[src/rtl/seq_bit_serializer_pkg.sv]
//==============================================================================
// Module  : seq_bit_serializer_pkg
// Brief   : Shared FSM state encoding and default pattern geometry for the
//           bit serializer and the sequence detector it feeds.
// Revision: 1.0 - initial release
//==============================================================================
`default_nettype none

package seq_bit_serializer_pkg;

   // Pattern width shared with the downstream sequence detector.
   localparam int c_DEFAULT_PATTERN_W = 8;
   // Default number of buffered pattern words.
   localparam int c_DEFAULT_DEPTH     = 4;

   typedef enum logic [1:0] {
      ST_IDLE  = 2'd0,
      ST_SHIFT = 2'd1,
      ST_GAP   = 2'd2
   } ser_state_t;

endpackage

`default_nettype wire

[src/rtl/seq_byte_fifo.sv]
//==============================================================================
// Module  : seq_byte_fifo
// Brief   : Synchronous FIFO, DATA_W x DEPTH, with occupancy level. A push
//           while full is dropped even if a pop happens in the same cycle.
// Revision: 1.0 - initial release
//==============================================================================
`default_nettype none

module seq_byte_fifo
   import seq_bit_serializer_pkg::*;
#(
   parameter int DATA_W = c_DEFAULT_PATTERN_W,
   parameter int DEPTH  = c_DEFAULT_DEPTH
) (
   input  logic                       clk,
   input  logic                       rst_n,
   input  logic                       i_push,
   input  logic [DATA_W-1:0]          i_data,
   input  logic                       i_pop,
   output logic [DATA_W-1:0]          o_data,
   output logic                       o_full,
   output logic                       o_empty,
   output logic [$clog2(DEPTH):0]     o_level
);

   localparam int c_PTR_W = $clog2(DEPTH);
   localparam int c_LVL_W = c_PTR_W + 1;

   logic [DATA_W-1:0]  r_mem [DEPTH];
   logic [c_PTR_W-1:0] r_wr_ptr;
   logic [c_PTR_W-1:0] r_rd_ptr;
   logic [c_LVL_W-1:0] r_level;
   logic               w_push_ok;
   logic               w_pop_ok;

   assign o_full    = (r_level == c_LVL_W'(DEPTH));
   assign o_empty   = (r_level == '0);
   assign o_level   = r_level;
   assign o_data    = r_mem[r_rd_ptr];
   assign w_push_ok = i_push & ~o_full;
   assign w_pop_ok  = i_pop & ~o_empty;

   // Storage array: contents are don't-care while empty, so no reset.
   always_ff @(posedge clk) begin
      if (w_push_ok) begin
         r_mem[r_wr_ptr] <= i_data;
      end
   end

   // Pointers wrap naturally at DEPTH (power of two); level tracks push/pop.
   always_ff @(posedge clk or negedge rst_n) begin
      if (!rst_n) begin
         r_wr_ptr <= '0;
         r_rd_ptr <= '0;
         r_level  <= '0;
      end else begin
         if (w_push_ok) begin
            r_wr_ptr <= r_wr_ptr + c_PTR_W'(1);
         end
         if (w_pop_ok) begin
            r_rd_ptr <= r_rd_ptr + c_PTR_W'(1);
         end
         if (w_push_ok && !w_pop_ok) begin
            r_level <= r_level + c_LVL_W'(1);
         end else if (!w_push_ok && w_pop_ok) begin
            r_level <= r_level - c_LVL_W'(1);
         end
      end
   end

endmodule

`default_nettype wire

[src/rtl/seq_bit_serializer.sv]
//==============================================================================
// Module  : seq_bit_serializer
// Brief   : Buffers parallel pattern words and shifts them out one bit per
//           enabled cycle, with an optional idle gap between words.
// Revision: 1.0 - initial release
//==============================================================================
`default_nettype none

module seq_bit_serializer
   import seq_bit_serializer_pkg::*;
#(
   parameter int DATA_W     = c_DEFAULT_PATTERN_W,
   parameter int DEPTH      = c_DEFAULT_DEPTH,
   parameter int MSB_FIRST  = 1,
   parameter int GAP_CYCLES = 0
) (
   input  logic                    clk,
   input  logic                    rst_n,
   input  logic [DATA_W-1:0]       i_load_data,
   input  logic                    i_load_valid,
   output logic                    o_load_ready,
   input  logic                    i_bit_en,
   output logic                    o_dout,
   output logic                    o_dout_valid,
   output logic                    o_word_done,
   output logic                    o_busy,
   output logic [$clog2(DEPTH):0]  o_fifo_level
);

   localparam int c_CNT_W = $clog2(DATA_W);
   localparam int c_GAP_W = (GAP_CYCLES > 1) ? $clog2(GAP_CYCLES) : 1;
   localparam logic [c_CNT_W-1:0] c_CNT_LAST = c_CNT_W'(DATA_W - 1);
   localparam logic [c_GAP_W-1:0] c_GAP_INIT =
      (GAP_CYCLES > 0) ? c_GAP_W'(GAP_CYCLES - 1) : '0;

   ser_state_t          r_state,      w_state_nxt;
   logic [DATA_W-1:0]   r_shift,      w_shift_nxt;
   logic [c_CNT_W-1:0]  r_bit_cnt,    w_bit_cnt_nxt;
   logic [c_GAP_W-1:0]  r_gap_cnt,    w_gap_cnt_nxt;
   logic                r_dout,       w_dout_nxt;
   logic                r_dout_valid, w_dout_valid_nxt;
   logic                r_word_done,  w_word_done_nxt;

   logic                w_load;
   logic [DATA_W-1:0]   w_fifo_data;
   logic                w_full;
   logic                w_empty;
   logic                w_first_bit;
   logic                w_next_bit;
   logic [DATA_W-1:0]   w_shifted;

   seq_byte_fifo #(
      .DATA_W (DATA_W),
      .DEPTH  (DEPTH)
   ) u_fifo (
      .clk     (clk),
      .rst_n   (rst_n),
      .i_push  (i_load_valid),
      .i_data  (i_load_data),
      .i_pop   (w_load),
      .o_data  (w_fifo_data),
      .o_full  (w_full),
      .o_empty (w_empty),
      .o_level (o_fifo_level)
   );

   // Bit ordering: first bit of a fresh word and the bit following a shift.
   assign w_first_bit = (MSB_FIRST != 0) ? w_fifo_data[DATA_W-1] : w_fifo_data[0];
   assign w_next_bit  = (MSB_FIRST != 0) ? r_shift[DATA_W-2] : r_shift[1];
   assign w_shifted   = (MSB_FIRST != 0) ? {r_shift[DATA_W-2:0], 1'b0}
                                         : {1'b0, r_shift[DATA_W-1:1]};

   // Ready is held low while in reset so no word is accepted then.
   assign o_load_ready = rst_n & ~w_full;
   assign o_dout       = r_dout;
   assign o_dout_valid = r_dout_valid;
   assign o_word_done  = r_word_done;
   assign o_busy       = (r_state != ST_IDLE) | ~w_empty;

   // State and datapath registers.
   always_ff @(posedge clk or negedge rst_n) begin
      if (!rst_n) begin
         r_state      <= ST_IDLE;
         r_shift      <= '0;
         r_bit_cnt    <= '0;
         r_gap_cnt    <= '0;
         r_dout       <= 1'b0;
         r_dout_valid <= 1'b0;
         r_word_done  <= 1'b0;
      end else begin
         r_state      <= w_state_nxt;
         r_shift      <= w_shift_nxt;
         r_bit_cnt    <= w_bit_cnt_nxt;
         r_gap_cnt    <= w_gap_cnt_nxt;
         r_dout       <= w_dout_nxt;
         r_dout_valid <= w_dout_valid_nxt;
         r_word_done  <= w_word_done_nxt;
      end
   end

   // Next-state logic; every word start funnels through w_load so IDLE,
   // back-to-back and post-gap starts behave identically.
   always_comb begin
      w_state_nxt      = r_state;
      w_shift_nxt      = r_shift;
      w_bit_cnt_nxt    = r_bit_cnt;
      w_gap_cnt_nxt    = r_gap_cnt;
      w_dout_nxt       = r_dout;
      w_dout_valid_nxt = r_dout_valid;
      w_word_done_nxt  = 1'b0;
      w_load           = 1'b0;

      case (r_state)
         ST_IDLE: begin
            w_load = ~w_empty;
         end
         ST_SHIFT: begin
            if (i_bit_en) begin
               if (r_bit_cnt != '0) begin
                  w_shift_nxt   = w_shifted;
                  w_dout_nxt    = w_next_bit;
                  w_bit_cnt_nxt = r_bit_cnt - c_CNT_W'(1);
               end else begin
                  w_word_done_nxt = 1'b1;
                  if (GAP_CYCLES > 0) begin
                     w_state_nxt      = ST_GAP;
                     w_gap_cnt_nxt    = c_GAP_INIT;
                     w_dout_nxt       = 1'b0;
                     w_dout_valid_nxt = 1'b0;
                  end else if (!w_empty) begin
                     w_load = 1'b1;
                  end else begin
                     w_state_nxt      = ST_IDLE;
                     w_dout_nxt       = 1'b0;
                     w_dout_valid_nxt = 1'b0;
                  end
               end
            end
         end
         ST_GAP: begin
            if (i_bit_en) begin
               if (r_gap_cnt != '0) begin
                  w_gap_cnt_nxt = r_gap_cnt - c_GAP_W'(1);
               end else if (!w_empty) begin
                  w_load = 1'b1;
               end else begin
                  w_state_nxt = ST_IDLE;
               end
            end
         end
         default: begin
            w_state_nxt      = ST_IDLE;
            w_dout_nxt       = 1'b0;
            w_dout_valid_nxt = 1'b0;
         end
      endcase

      if (w_load) begin
         w_state_nxt      = ST_SHIFT;
         w_shift_nxt      = w_fifo_data;
         w_dout_nxt       = w_first_bit;
         w_dout_valid_nxt = 1'b1;
         w_bit_cnt_nxt    = c_CNT_LAST;
      end
   end

endmodule

`default_nettype wire
[config.mk]
export PLATFORM = sky130hd
export DESIGN_NAME = seq_bit_serializer
export DESIGN_NICKNAME = d
export VERILOG_FILES = /design/src/rtl/seq_bit_serializer_pkg.sv /design/src/rtl/seq_byte_fifo.sv /design/src/rtl/seq_bit_serializer.sv
export SDC_FILE = /design/constraint.sdc
export NUM_CORES = 1
export LEC_CHECK = 0
export CORE_MARGIN = 2
export CORE_UTILIZATION = 40
export DETAILED_ROUTE_END_ITERATION = 10
export DONT_BUFFER_PORTS = 1
export PLACE_DENSITY = 0.55
export SLEW_MARGIN = 20
export SYNTH_ARGS = -nofsm -noshare
export SYNTH_HDL_FRONTEND = slang
export SYNTH_SLANG_ARGS = --single-unit
export TNS_END_PERCENT = 20
[constraint.sdc]
create_clock -name clk -period 5.2 [get_ports clk]
set_input_delay 1.56 -clock clk [delete_from_list [all_inputs] [get_ports clk]]
set_output_delay 1.56 -clock clk [all_outputs]
set_load 0.01 [all_outputs]
### After elaboration in Yosys (flattened, before gate mapping)

Memory sizes are Yosys's and may differ from the RTL's.
Cells that the tools add are included.

| word-level totals | value |
|---|---|
| bits in registers | 23 |
| memory bits (writable) | 32 |
| logic and storage cells | 90 |
| memories | 1 |

| operators by class | value |
|---|---|
| $add $sub $neg | 6 |
| eq/ne operators | 11 |
| multiplexer cells | 38 |
| bitwise gates (word level) | 6 |
| reduce and logical (&&, ||, !) cells | 18 |

Memory list:

| name | depth | width | read ports | clocked after memory_dff | write ports | RTL line | RTL |
|---|---|---|---|---|---|---|---|
| u_fifo.r_mem | 4 | 8 | 1 | 0 | 1 | seq_byte_fifo.sv:29 | `logic [DATA_W-1:0] r_mem [DEPTH];` |

Operators with widths:

| kind | number |
|---|---|
| $mux 7 | 4 |
| $mux 1 | 18 |
| $mux 3 | 6 |
| $mux 2 | 6 |
| $ne 3x2->1 const B | 4 |
| $reduce_bool 2->1 | 5 |
| $pmux 2 s3 | 1 |
| $reduce_and 3->1 | 2 |
| $sub 3x1->3 const B | 2 |
| $reduce_and 5->1 | 1 |
| $add 2x1->2 const B | 2 |
| $ne 2x1->1 const B | 2 |
| $ne 4x2->1 const B | 1 |
| $pmux 1 s2 | 2 |
| $reduce_and 4->1 | 1 |
| $add 3x1->3 const B | 1 |
| $and 1x1->1 | 3 |
| $eq 3x3->1 const B | 1 |
| $logic_not 3->1 | 1 |
| $ne 3x1->1 const B | 1 |
| $pmux 1 s3 | 1 |
| $reduce_bool 3->1 | 1 |
| $eq 2x1->1 const B | 1 |
| $eq 2x2->1 const B | 1 |
| other kinds (8) | 11 |

### Logic depth before layout (Yosys ltp)

Gate-level depths: netlist of the first run.

| depth | value |
|---|---|
| word-level depth | 9 |
| depth in mapped cells | 12 |

### By module

From an unflattened synthesis of the first run, not the netlist that was laid out.

| second synthesis, totals | value |
|---|---|
| cell total of the unflattened synthesis | 150 |
| area, all modules | 2262.2 um^2 |

By module, submodules not included:

| module | instances | cells an instance | area each (um^2) | sequential area each (um^2) |
|---|---|---|---|---|
| seq_byte_fifo | 1 | 77 | 1589.0 | 1136.1 |
| seq_bit_serializer | 1 | 73 | 673.1 | 350.3 |

### Worst setup path before layout of the first run

No wires, ideal clock.

| timing | value |
|---|---|
| path type | input-to-output |
| start point | input port rst_n |
| end point | output port o_load_ready |
| data arrival time | 1860 ps |
| data required time | 3640 ps |
| slack | 1780 ps |
| stages on the path | 1 |
| cells stage by stage | a21boi_0 |

| between the ends | value |
|---|---|
| longest elaborated chain between the ends | 1 |

RTL lines:

| what | RTL line | RTL |
|---|---|---|
| start: declaration | seq_bit_serializer.sv:18 | `input logic rst_n,` |
| $and 1x1->1 | seq_bit_serializer.sv:74 | `assign o_load_ready = rst_n & ~w_full;` |
| end: declaration | seq_bit_serializer.sv:21 | `output logic o_load_ready,` |

Every way passes these cells.

### Final worst setup path of the first run

Same ends and word-level chain as after synthesis.

==> summary.md, run 1 <==
| Metric | Value |
|---|---|
| # setup viols final | 0 |
| CTS sink count | 52 |
| Mean Syn Cell Area | 15.4 sq um |
| Hold Path Stages | 1 |
| P_int | 858 uW |
| Area Overhead vs Synth | 7.56% |
| DR WL/cell | 16.0 um |
| Top-area cell type share of the netlist area | 43.0% |
| RR Startpoint | u_fifo.o_level[2] |
| Drc violations | 0 |
| Hold path start | r_bit_cnt[0] |
| First-pass GRT wire length | 5.93 mm |
| Vias per inst | 5.13 |
| Fmax | 290 MHz |
| Worst hold endpoint | r_bit_cnt[0] |
| Synth unique cells | 34 |
| Worst vdd ir | 282 uV |
| Drt first pass iters | 4 |
| Setup Fix Bufs, Post-CTS | 0 |
| Number of synthesized register bits | 52 |
| WP data arrival | 1.89 ns |
| Port Buffers | 0 |
| Max Transition Viols Final | 0 |
| Status | finished, final reports clean |
| WP buf/inv | 0 |
| Placeable Area | 5440 sq um |
| Hold Path Class | reg2reg |
| Hold Slack | 0.531 ns |
| Final setup TNS | 0 ns |
| Crit-path max FO | 21 |
| Final Hold Fails | 0 |
| Final wirelength | 3.51 mm |
| Sw Share | 30.4% |
| Post-cts hold buffer count | 0 |
| CP delay by family, top | compound AO/OA/AOI/OAI gates |
| Post-CTS sizing | 0 |
| Total gr overflow | 0 |
| Worst slew pin tran | 0.568 ns |
| Kind of critical path | in2out |
| Initial core utilization | 41.1% |
| Slowest cell delay on critical path | 0.33 ns |
| Root Driver | clkbuf_8 |
| NetSw | 374 uW |
| DIE AREA | 6200 sq um |
| Worst-Skew Late Latency | 0.30 ns |
| Mapped Area | 2230 sq um |
| Period utilisation layout | 66.4% |
| Clk buf depth | 2 |
| Ports | 20 |
| Clock slew at reported path FFs | 0.09 ns |
| Synth area leaders | edfxtp_1 43%, dfrtp_1 22%, mux4_2 8.1% |
| RSZ-0062 raised after global routing | no |
| Hpwl dp | 2.48 mm |
| Worst Reg-to-Reg Cells | 10 |
| H-tree depth | 2 |
| Crit path max-delay cell type | a21boi_0 |
| Die Y | 78.7 um |
| Layout cell share with drive strength beyond 1 | 12.8% |
| Critical Path RT | 3.64 ns |
| Syn Nets | 165 |
| Vias in the first global route | 1229 |
| Post-DRT Antenna Nets | 0 |
| Ant diodes | 0 |
| GRT Overall Usage | 13.0% |
| Slew HR | 62.1% |
| Clock power share | 22.0% |
| R2r setup slk | 2.83 ns |
| DRT iter0 DRCs | 74 |
| Combinational power share | 24.5% |
| Flop pwr share | 53.5% |
| Synthesized instance count | 145 |
| Clk_skew | 0.00578 ns |
| Max-cap violations | 0 |
| Die W | 78.7 um |
| Crit-path cells | a21boi_0 |
| Yosys warns | 0 |
| Cell taking the most area after synthesis | edfxtp_1 |
| Initial antenna violation count | 0 |
| Routed via count | 1128 |
| Worst Setup End Kind | output port |
| Largest net degree at the start of global routing | 22 |
| Power per Cell Area | 513 nW/um^2 |
| Setup crit start kind | input port |
| CTS Buf Count | 5 |
| Seq/Total Area, Yosys | 65.4% |
| R2r endpoint | u_fifo.o_level[2] |
| Post-synth top flop | edfxtp_1 |
| TritonCTS clock tree | built |
| Row cnt | 27 |
| Leakage | 0.870 nW |
| Nets | 167 |
| EDFF count, synth | 32 |
| Tmin final | 3.45 ns |
| Ys async rst share | 38.5% |
| GPL Wtd Cong | 0.724 |
==> metal layers <==
layer	global-route usage, %	part of all wire, %
met1	16.2	44
met2	21.2	50
met3	4.55	4.9
met4	4.74	1.1
met5	0	0
==> metrics by stage <==
stage	cell area [sq um]	utilization (%)	power (mW)	cells	worst slack (ns)
2_1_floorplan	2230	-	0.893	145	1.78
3_3_place_gp	2290	42.1	0.956	212	1.74
3_5_place_dp	2290	42.1	0.976	212	1.74
4_1_cts	2400	44.2	1.25	220	1.74
5_1_grt	2400	44.2	1.32	220	1.73
6_report	2400	44.2	1.23	220	1.75
==> cells in the final DEF, fill, tap and decap left out, drive strengths merged, types with 6 or more instances in the layout <==
cell and count:
mux4 8, clkbuf 6, nand2 6, a21oi 15
and2 6, dfrtp 20, edfxtp 32, ha 7
inv 9, mux2i 7
==> power groups by stage <==
stage	sequential, mW	clock, mW	combinational (mW)
finish	0.659	0.271	0.302
global route	0.678	0.300	0.339
CTS	0.661	0.281	0.307
detailed placement	0.669	0	0.307
global placement	0.663	0	0.293
floorplan	0.614	0	0.279
==> cell type report <==
class	count	area [sq um]
tap	72	90.1
inverter	8	30.0
clock inverter	2	38.8
clock buffer	6	72.6
sequential	52	1460
multi-input combinational	79	702
timing repair buffer	1	7.51
fill	484	3040
==> state kept, by name, summed over array words and instances (netlist names) <==
register,count
u_fifo.r_mem,32
r_shift,7
r_bit_cnt,3
u_fifo.o_level,3
u_fifo.r_rd_ptr,2
u_fifo.r_wr_ptr,2
o_dout,1
o_dout_valid,1
o_word_done,1
==> how the worst max path moves through the flow <==
stage	startpoint	slack, ns	depth (start not counted)	end
floorplan	rst_n	1.78	1	o_load_ready
global placement	rst_n	1.74	1	o_load_ready
detailed placement	rst_n	1.74	1	o_load_ready
CTS	rst_n	1.74	1	o_load_ready
global route	rst_n	1.73	1	o_load_ready
finish	rst_n	1.75	1	o_load_ready
==> synth_stat cells, types with 3 or more instances <==
| master | number |
|---|---|
| dfrtp_1 | 20 |
| xor2_1 | 3 |
| inv_1 | 8 |
| xnor2_1 | 3 |
| ha_1 | 7 |
| and2_1 | 5 |
| nand2_1 | 6 |
| a21oi_1 | 15 |
| edfxtp_1 | 32 |
| nor2_1 | 3 |
| mux2i_1 | 7 |
| mux4_2 | 8 |
==> cell families after synthesis <==
| kind of cell | count (synthesis) | synth area share, % |
|---|---|---|
| simple gates | 23 | 5.71 |
| buf+inv | 14 | 3.14 |
| flops | 52 | 65.4 |
| compound gates | 26 | 6.84 |
| xor+xnor | 6 | 2.35 |
| mux | 16 | 11.7 |
| fa+ha+maj | 8 | 4.82 |
Note: power is estimated with default switching activity, not from simulation.
==> run 2: changes to the inputs <==
- ABC_AREA: unset -> 1
- clock period: 5.2 -> 3.3 ns (I/O delays scaled with it)
==> run 2 against run 1 <==
Wire length is 18% higher. Sequential power is 61% higher. Cell count is 50% higher. Global-route usage is 1.0 points higher. Non-clock buffer count stayed put. Worst hold slack worse by 0.16 ns. Clock skew is 0.0029 ns higher. Critical path depth stayed put. Synthesized cell count is 74% higher. Design area is 6.6% higher. Die area is 8.4% higher. Clock power is 26% higher. Critical path type unchanged.
==> summary.md, run 2 <==
| Metric | Value |
|---|---|
| Status | finished, final reports clean |
| Setup Fix Bufs, Post-CTS | 0 |
| Syn Nets | 273 |
| Leakage | 1.23 nW |
| First-pass GRT wire length | 6.96 mm |
| Number of synthesized register bits | 52 |
| Post-cts hold buffer count | 0 |
| M1 GR Usage | 18.1% |
| Mean Syn Cell Area | 9.61 sq um |
| Vias per inst | 4.59 |
| Total gr overflow | 0 |
| Ys async rst share | 38.5% |
| Final setup TNS | 0 ns |
| Worst Setup End Kind | output port |
| Seq/Total Area, Yosys | 60.1% |
| Fmax | 436 MHz |
| Yosys warns | 0 |
| Top reg by flops | u_fifo.r_mem |
| Mapped Area | 2430 sq um |
| WP data arrival | 1.30 ns |
| Initial antenna violation count | 0 |
| Row cnt | 28 |
| Vias in the first global route | 1461 |
| Worst vdd ir | 342 uV |
| EDFF count, synth | 32 |
| GR Util met3 | 3.19% |
| Die Y | 82.0 um |
| CTS Buf Count | 5 |
| Top-area cell type share of the netlist area | 39.5% |
| Max Transition Viols Final | 0 |
| Hold Path Class | in2async |
| Placed Area | 2480 sq um |
| Critical Path RT | 2.31 ns |
| Crit path depth | 1 |
| Hold Slack | 0.369 ns |
| Synth unique cells | 26 |
| Clk buf depth | 2 |
| DRT iter0 DRCs | 42 |
| Final core utilization | 43.5% |
| Setup crit start kind | input port |
| Post-synth top flop | edfxtp_1 |
| Placeable Area | 5890 sq um |
| Register Area | 1460 sq um |
| Final instance area | 2560 sq um |
| Ports | 20 |
| Hpwl dp | 2.83 mm |
| Post-CTS sizing | 0 |
| Final wirelength | 4.16 mm |
| CTS sink count | 52 |
| Crit path max-delay cell type | a21boi_0 |
| Post-DRT Antenna Nets | 0 |
| Initial core utilization | 41.3% |
| # setup viols final | 0 |
| GRT Overall Usage | 14.1% |
| WP buf/inv | 0 |
| Period utilisation layout | 69.5% |
| Most common cell after layout, fill and taps aside | nand2_1 |
| GR Util met2 | 22.9% |
| Area occupied by multi-input gates | 752 sq um |
| Worst-Skew Late Latency | 0.30 ns |
| Largest net degree at the start of global routing | 22 |
| Worst slew pin tran | 0.814 ns |
| Crit-path max FO | 21 |
| Clk_skew | 0.00872 ns |
| Area Overhead vs Synth | 5.35% |
| Drc violations | 0 |
| Cell with the most instances after synthesis | nand2_1 |
| Slowest cell delay on critical path | 0.31 ns |
| Fill count | 593 |
| GPL Wtd Cong | 0.679 |
| Drt first pass iters | 4 |
| Commonest cells after routing, fill and taps aside | 93 x nand2_1, 37 x inv_1, 32 x edfxtp_1 |
| Cell taking the most area after synthesis | edfxtp_1 |
| Power per Cell Area | 831 nW/um^2 |
| H-tree depth | 2 |
| Tmin final | 2.29 ns |
| TritonCTS clock tree | built |
| Layout cell share with drive strength beyond 1 | 8.98% |
| Number of flip-flops in the largest register | 32 |
| Biggest regs | u_fifo.r_mem: 32 flops, r_shift: 7 flops |
| Root Driver | clkbuf_8 |
| DR WL/cell | 12.6 um |
| RSZ-0062 raised after global routing | no |
| Kind of critical path | in2out |
| Max-cap violations | 0 |
| Synth area leaders | edfxtp_1 40%, dfrtp_1 21%, nand2_1 14% |
| Final Hold Fails | 0 |
| Synthesized instance count | 253 |
| GR peak layer | met2 |
| Die W | 82.0 um |
| DIE AREA | 6720 sq um |
| Ant diodes | 0 |
| Slew HR | 45.5% |
| CP delay by family, top | compound AO/OA/AOI/OAI gates |
| Crit-path cells | a21boi_0 |
| Most common library cells after synthesis | 93 x nand2_1, 37 x inv_1, 32 x edfxtp_1, 20 x dfrtp_1, 16 x nand3_1 |
| Nets | 275 |
| Worst Reg-to-Reg Cells | 11 |
| Routed via count | 1520 |
| Port Buffers | 0 |
| Clock slew at reported path FFs | 0.09 ns |
[run 2: through the flow]
stage / std cells / total power [mW] / setup WS (ns)
after floorplan: 253 / 1.66 / 0.935
after global placement: 323 / 1.80 / 0.821
after detailed placement: 323 / 1.82 / 0.794
after CTS: 331 / 2.16 / 0.998
after global routing: 331 / 2.32 / 0.898
final: 331 / 2.13 / 1.01
[run 2: report_power, final]
part / switching [mW] / leakage (nW) / internal [mW]
Combinational: 0.457 / 0.644 / 0.265
Sequential: 0.172 / 0.540 / 0.892
Clock: 0.197 / 0.0453 / 0.144
Total: 0.826 / 1.23 / 1.30
[run 2: cell families (layout without fill, tap and decap cells)]
family                   Yosys count  count (layout)  synth area share, %
AND/OR/NAND/NOR                  127             127                 21.8
flip-flops                        52              52                 60.1
buffers and inverters             49              52                 8.95
AO/OA/AOI/OAI                     11              11                 2.42
adder cells (fa/ha/maj)            8               8                 4.43
XOR/XNOR                           5               5                 1.80
multiplexers                       1               1                0.463
[run 2: path summary, 6_finish.rpt]
| check | slack [ns] | to | start |
|---|---|---|---|
| setup / recovery | 1.01 | o_load_ready | rst_n |
| hold reg to reg | 0.49 | r_shift[3] | r_shift[3] |
| hold / removal | 0.37 | r_shift[1] | rst_n |
| min in group clk | 0.49 | r_shift[3] | r_shift[3] |
| max in group asynchronous | 2.86 | r_shift[5] | rst_n |
| setup reg to reg | 1.15 | u_fifo.o_level[2] | r_bit_cnt[0] |
[run 2: area by class of cell]
cell class                      instances  area share (%)
Multi-Input combinational cell        152            29.4
Tap cell                               75            3.66
Timing Repair Buffer                    1           0.293
Clock buffer                            5            2.69
Clock inverter                          3           0.537
Inverter                               43            6.40
Sequential cell                        52            57.1
[run 2: layer usage]
layer  part of all wire (%)  vias to the layer above
met1                     46                      706
li1                       -                      783
met2                     48                       24
met5                      0                        -
met4                    1.7                        0
met3                    3.8                        7
